[src/rtl/counter_bcd2bin_unit.sv]
// -----------------------------------------------------------------------------
// counter_bcd2bin_unit
//   Count-and-convert stage. A gated 6-bit binary up-counter feeds an
//   SN74184-style BCD-to-binary converter, so that every 6-bit code is
//   presented to the converter in turn.
//
// Ports
//   i_clk            system clock, rising-edge active
//   i_ctr_clear_n    asynchronous active-low clear of the counter
//   i_enable         global clock enable (run control); 0 freezes the counter
//   i_ctr_enable     counter enable, active-high
//   i_conv_enable_n  converter enable, active-low
//   o_counter_out    current counter value
//   o_out184         binary value of o_counter_out read as BCD
//                    (all ones for non-BCD codes or when the converter is off)
// -----------------------------------------------------------------------------
module counter_bcd2bin_unit #(
  parameter int WIDTH = 6
) (
  input  logic             i_clk,
  input  logic             i_ctr_clear_n,
  input  logic             i_enable,
  input  logic             i_ctr_enable,
  input  logic             i_conv_enable_n,
  output logic [WIDTH-1:0] o_counter_out,
  output logic [WIDTH-1:0] o_out184
);

  // Two BCD digits packed in six bits: tens in [5:4] (0..3), units in [3:0].
  // A disabled converter or an out-of-range units digit gives all ones,
  // matching the open-collector outputs of the original part floating high.
  // Bit 0 of the sum always equals code[0] because tens*10 is even.
  function automatic logic [5:0] bcd184(input logic [5:0] code,
                                        input logic       dis_n);
    logic [1:0] tens;
    logic [3:0] units;
    logic [5:0] result;
    tens  = code[5:4];
    units = code[3:0];
    if (dis_n) begin
      result = 6'h3F;
    end else if (units > 4'd9) begin
      result = 6'h3F;
    end else begin
      result = ({4'd0, tens} * 6'd10) + {2'd0, units};
    end
    return result;
  endfunction

  logic [5:0] r_count;
  logic [5:0] w_out184;

  // Binary up-counter: async clear, increments only when both enables are high.
  always_ff @(posedge i_clk or negedge i_ctr_clear_n) begin
    if (!i_ctr_clear_n) begin
      r_count <= 6'd0;
    end else if (i_enable && i_ctr_enable) begin
      r_count <= r_count + 6'd1;
    end else begin
      r_count <= r_count;
    end
  end

  // Combinational BCD-to-binary decode of the live counter value.
  always_comb begin
    w_out184 = 6'h3F;
    w_out184 = bcd184(r_count, i_conv_enable_n);
  end

  assign o_counter_out = r_count;
  assign o_out184      = w_out184;

endmodule

[config.mk]
export PLATFORM = sky130hd
export DESIGN_NAME = counter_bcd2bin_unit
export DESIGN_NICKNAME = d
export VERILOG_FILES = /design/src/rtl/counter_bcd2bin_unit.sv
export SDC_FILE = /design/constraint.sdc
export NUM_CORES = 1
export LEC_CHECK = 0
export ABC_AREA = 1
export BUFFER_PORTS_ARGS = -buffer_cell sky130_fd_sc_hd__buf_2
export CAP_MARGIN = 20
export CORE_AREA = 3 3 40 42
export DETAILED_ROUTE_END_ITERATION = 16
export DIE_AREA = 0 0 43 45
export SLEW_MARGIN = 20
export SYNTH_ARGS = -nofsm -noshare
export SYNTH_HDL_FRONTEND = slang
export SYNTH_SLANG_ARGS = --single-unit
[constraint.sdc]
create_clock -name i_clk -period 2.25 [get_ports i_clk]
set_input_delay 0.3375 -clock i_clk [delete_from_list [all_inputs] [get_ports i_clk]]
set_output_delay 0.3375 -clock i_clk [all_outputs]
set_load 0.02 [all_outputs]
==> flow_metrics.tcl, run 1 <==
set metrics [dict create \
    async_flop_share_pct 100 \
    dpl.hpwl_um 834 \
    tns_ps 0 \
    yosys-top-cells-count "nand2_1 (15), inv_1 (13), nor2_1 (9), dfrtp_1 (6), ha_1 (6)" \
    fin_crit_sh_pct 94.4 \
    grt_first_pass_wirelength_um 1710 \
    cts_buffer_depth 2 \
    pre_cts_ws_ps 383 \
    cts_tree "built" \
    cts.htree.levels 1 \
    drive_gt1_share_pct 31.1 \
    dr.pass1.iters 2 \
    synth.yosys.seq_area_share_pct 29.4 \
    via_count 475 \
    drtIter0Drc 2 \
    fin_util_pct 51.3 \
    rsz0062_at_grt "no" \
    num_rows 13 \
    gp_congestion 0.681 \
    crit_path_end_kind "output pin" \
    maxCapViolCount 0 \
    die_w_um 43 \
    synth_area_leader_cell "dfrtp_1" \
    grt_max_degree 7 \
    peakVddDrop_uv 652 \
    syn_nets 80 \
    synth.avg_cell_area_um2 7.51 \
    die_area_um2 1940 \
    dp_cells 99 \
    stdcell_count 105 \
    antenna_found_initial 0 \
    critPathLaunchType "flop" \
    yosysMostFrequentCell "nand2_1" \
    coreArea_um2 1280 \
    diodes 0 \
    fin_worst_skew_ps 1.47 \
    syn_inst 68 \
    synth_cell_types 18 \
    syn2layout_area_growth_pct 29.2 \
    worstPathRequired_ps 1910 \
    ios 17 \
    setup_slack_ps 126 \
    yosys_warnings 0 \
    status "finished, final reports clean" \
    cts_root_buf "clkbuf_4" \
    fin_crit_ps 2120 \
    drv_slew 0 \
    first_global_vias 410 \
    synth-seq-cells 6 \
    clkLatencyLatePin_ps 240 \
    drc_errors 0 \
    clk_pin_slew_ps 40 \
    post_dp_cell_area_um2 609 \
    finalNetCount 104 \
    via_per_inst 4.52 \
    portBuffers 16 \
    synth_edf_count 0 \
    yosys.area.top_type_share_pct 29.4 \
    die_h_um 45 \
    postRouteAntennaNets 0 \
    clock.fmax_mhz 471 \
    path_max_fanout 5 \
    wl_um 1080 \
    crit_type "flop to output pin" \
    wl_per_cell_um 10.2 \
    yosys-top-cells-area "dfrtp_1 (29%), ha_1 (15%), nand2_1 (11%)" \
    power_leakage_nw 0.359 \
    largest_register_ffs 6 \
    hp-class "input pin to asynchronous set/reset pin" \
    synthFlopType "dfrtp_1" \
    fin_hold_ws_ps 443 \
    cts_sinks 6 \
    cp.arrival_ps 1790 \
    worstMarginPinSlew_ps 263 \
    start_util_pct 39.7 \
    grt_use_total_pct 12.2 \
    postLayoutCellArea_um2 659 \
    setup_viol 0 \
    hold_viol 0 \
    fillers 131 \
    cts_made_buffers 3 \
    p_total_uw 969 \
    p_per_area_nw_per_um2 1470 \
    relSlewSlack_pct 82.5 \
    syn_area_um2 510 \
    overflow 0 \
]
## layout make-up
class | count | area (um2) | area share [%]
Timing Repair Buffer | 19 | 105 | 15.9
Inverter | 13 | 48.8 | 7.40
Multi-Input combinational cell | 49 | 314 | 47.6
Tap cell | 15 | 18.8 | 2.85
Clock buffer | 3 | 22.5 | 3.42
Sequential cell | 6 | 150 | 22.8
## power breakdown
group	switching, mW	leakage (nW)	total (mW)	internal, mW
Clock	0.0383	0.0138	0.0986	0.0603
Combinational	0.405	0.272	0.643	0.237
Sequential	0.0733	0.0732	0.228	0.155
## what timing repair did
| item | CTS | global route |
|---|---|---|
| resized for setup | 0 | 1 |
| endpoints found under the hold margin | 6 | 0 |
| hold buffers | 1 | 0 |
| setup endpoints to repair | 0 | 1 |
| setup buffers | 0 | 2 |
## logic make-up (layout without fill, tap and decap cells)
logic type,count (synthesis),after routing,synth area share [%]
AND/OR/NAND/NOR,36,36,32.8
buffers and inverters,13,35,9.56
adder cells (fa/ha/maj),7,7,18.6
flip-flops,6,6,29.4
AO/OA/AOI/OAI,5,5,7.84
XOR/XNOR,1,1,1.72
## routing by layer
metal	wire length (um)	vias up	global-route usage [%]
li1	-	260	-
met1	544	205	16.4
met2	481	8	16.2
met3	39	2	2.79
met4	9	0	10.8
met5	0	-	0
## worst max-delay path: stages (launching register included)
cell	delay, ps
dfrtp_1	400
ha_2	220
inv_1	50
fa_1	380
nor2_1	170
o21ai_0	100
nand2_1	70
buf_2	150
## layout by cell type (no fill, tap or decap)
cell           instances
ha_1                   5
nand2_1               15
ha_2                   1
nand3b_1               1
clkbuf_4               3
nand4_1                1
o21ai_2                1
nor2_1                 9
nand3_2                1
nor2_4                 1
a21oi_4                1
fa_1                   1
nand3_1                5
xor2_1                 1
buf_2                 16
a21oi_1                1
nor3_1                 1
buf_4                  2
dfrtp_1                6
dlygate4sd3_1          1
nand2_2                2
inv_1                 13
o21ai_0                2
## final timing paths
path                                        from               end  slack, ps  cells after the start
worst max-delay path            o_counter_out[4]       o_out184[5]        130                      7
worst min-delay path               i_ctr_clear_n  o_counter_out[5]        440                      2
worst max register to register  o_counter_out[1]  o_counter_out[4]       1120                      6
worst min register to register  o_counter_out[5]  o_counter_out[5]        590                      2
max in group asynchronous          i_ctr_clear_n  o_counter_out[1]       1670                      2
min in group i_clk                      i_enable  o_counter_out[2]        460                      3
(Power assumes the default switching activity.)
==> run 2: changes to the inputs <==
CAP_MARGIN = unset   (was 20)
GPL_TIMING_DRIVEN = 0   (was unset)
==> run 2 against run 1 <==
  * Fmax is 0.18% lower
  * Flip-flop and latch count stayed put
  * First-iteration DRC count grew to 4.5 times the previous value
  * Highest routed layer unchanged
  * Combinational power is 2% lower
  * Hold slack worse by 1.3 ps
  * Largest power group unchanged
  * Register-to-register slack hardly changed
  * Critical path type unchanged
  * Via count stayed put
  * Power is 1.5% lower
  * Global-route usage is 1.0 points lower
  * Clock power is 1% lower
  * Sequential power hardly changed
  * Worst setup slack worse by 3.8 ps
==> flow_metrics.tcl, run 2 (synthesis gave the netlist of run 1 again) <==
set metrics [dict create \
    pre_cts_ws_ps 370 \
    die_area_um2 1940 \
    critPathLaunchType "flop" \
    r2r-start "o_counter_out[1]" \
    first_global_vias 394 \
    hold_viol 0 \
    peakVddDrop_uv 555 \
    setup_viol 0 \
    drive_gt1_share_pct 30.3 \
    rsz0062_at_grt "no" \
    postRouteAntennaNets 0 \
    grt_use_total_pct 11.2 \
    cts_tree "built" \
    worstMarginPinSlew_ps 276 \
    diodes 0 \
    wl_per_cell_um 9.81 \
    drv_slew 0 \
    hp-class "input pin to asynchronous set/reset pin" \
    r2r_end "o_counter_out[4]" \
    startpoint "o_counter_out[4]" \
    clkLatencyLatePin_ps 240 \
    final_cell_mix "buf_2 (16), nand2_1 (15), inv_1 (13), nor2_1 (8)" \
    worstPathRequired_ps 1910 \
    relSlewSlack_pct 81.6 \
    status "finished, final reports clean" \
    fin_worst_skew_ps 2.25 \
    cts_root_buf "clkbuf_4" \
    drtIter0Drc 9 \
    path_max_fanout 5 \
    antenna_found_initial 0 \
    cts.htree.levels 1 \
    power_leakage_nw 0.355 \
    wl_um 1020 \
    die_w_um 43 \
    worstSetupEndpoint "o_out184[5]" \
    overflow 0 \
    start_util_pct 39.7 \
    cts_made_buffers 3 \
    num_rows 13 \
    portBuffers 16 \
    gp_congestion 0.671 \
    fin_crit_sh_pct 94.6 \
    largest_register_ffs 6 \
    ios 17 \
    p_per_area_nw_per_um2 1460 \
    crit_path_end_kind "output pin" \
    via_count 475 \
    finalNetCount 103 \
    drc_errors 0 \
    via_per_inst 4.57 \
    dr.pass1.iters 4 \
    crit_type "flop to output pin" \
    setup_slack_ps 122 \
    maxCapViolCount 0 \
    grt_max_degree 7 \
    cts_buffer_depth 2 \
    clk_pin_slew_ps 40 \
    fillers 146 \
    die_h_um 45 \
    dpl.hpwl_um 843 \
    fin_hold_ws_ps 442 \
    cts_sinks 6 \
    rrSetupSlack_ps 1130 \
    cp.arrival_ps 1790 \
    fin_crit_ps 2130 \
    coreArea_um2 1280 \
    syn2layout_area_growth_pct 27.7 \
    final_common_cell "buf_2" \
    rr_worst_depth 6 \
    grt_first_pass_wirelength_um 1620 \
    tns_ps 0 \
    clock.fmax_mhz 470 \
]
-- run 2: metal layers --
metal | wire length, um | GRT usage [%] | up-vias
li1 | - | - | 254
met1 | 494 | 14.3 | 209
met2 | 468 | 16.8 | 10
met3 | 42 | 2.79 | 2
met4 | 15 | 7.23 | 0
met5 | 0 | 0 | -
-- run 2: worst min path at each step --
stage,to,slack (ps)
after floorplan,o_counter_out[0],40
after global placement,o_counter_out[3],170
after detailed placement,o_counter_out[3],170
after CTS,o_counter_out[0],430
after global routing,o_counter_out[3],450
final,o_counter_out[0],440
-- run 2: worst max-delay path, cell delays in order, from the launching register on --
cell and delay [ps]:
dfrtp_1 410, ha_1 220, inv_1 60, fa_1 400, nor2_2 150, o21ai_0 80
nand2_1 60, buf_2 150
-- run 2: through the flow --
stage	instance area (um2)	total power, mW	std cells	utilization (%)
2_1_floorplan	510	0.673	68	-
3_3_place_gp	609	0.842	99	47.4
3_5_place_dp	609	0.848	99	47.4
4_1_cts	642	0.952	103	50.0
5_1_grt	652	1.05	104	50.7
6_report	652	0.954	104	50.7
-- run 2: layout make-up --
cell class	instances	area (um2)	share of cell area (%)
Multi-Input combinational cell	49	314	48.2
Timing Repair Buffer	18	97.6	15.0
Sequential cell	6	150	23.0
Tap cell	15	18.8	2.88
Clock buffer	3	22.5	3.45
Inverter	13	48.8	7.49
-- run 2: timing repair --
| item | in CTS | in global routing |
|---|---|---|
| resized for setup | 0 | 1 |
| setup buffers | 0 | 1 |
| hold endpoints to repair | 6 | 0 |
| endpoints found under the setup margin | 0 | 1 |
| hold buffers | 1 | 0 |
-- run 2: power by group --
group	switching, mW	internal [mW]
logic	0.400	0.229
clock network	0.0374	0.0602
registers	0.0734	0.155
total	0.511	0.444
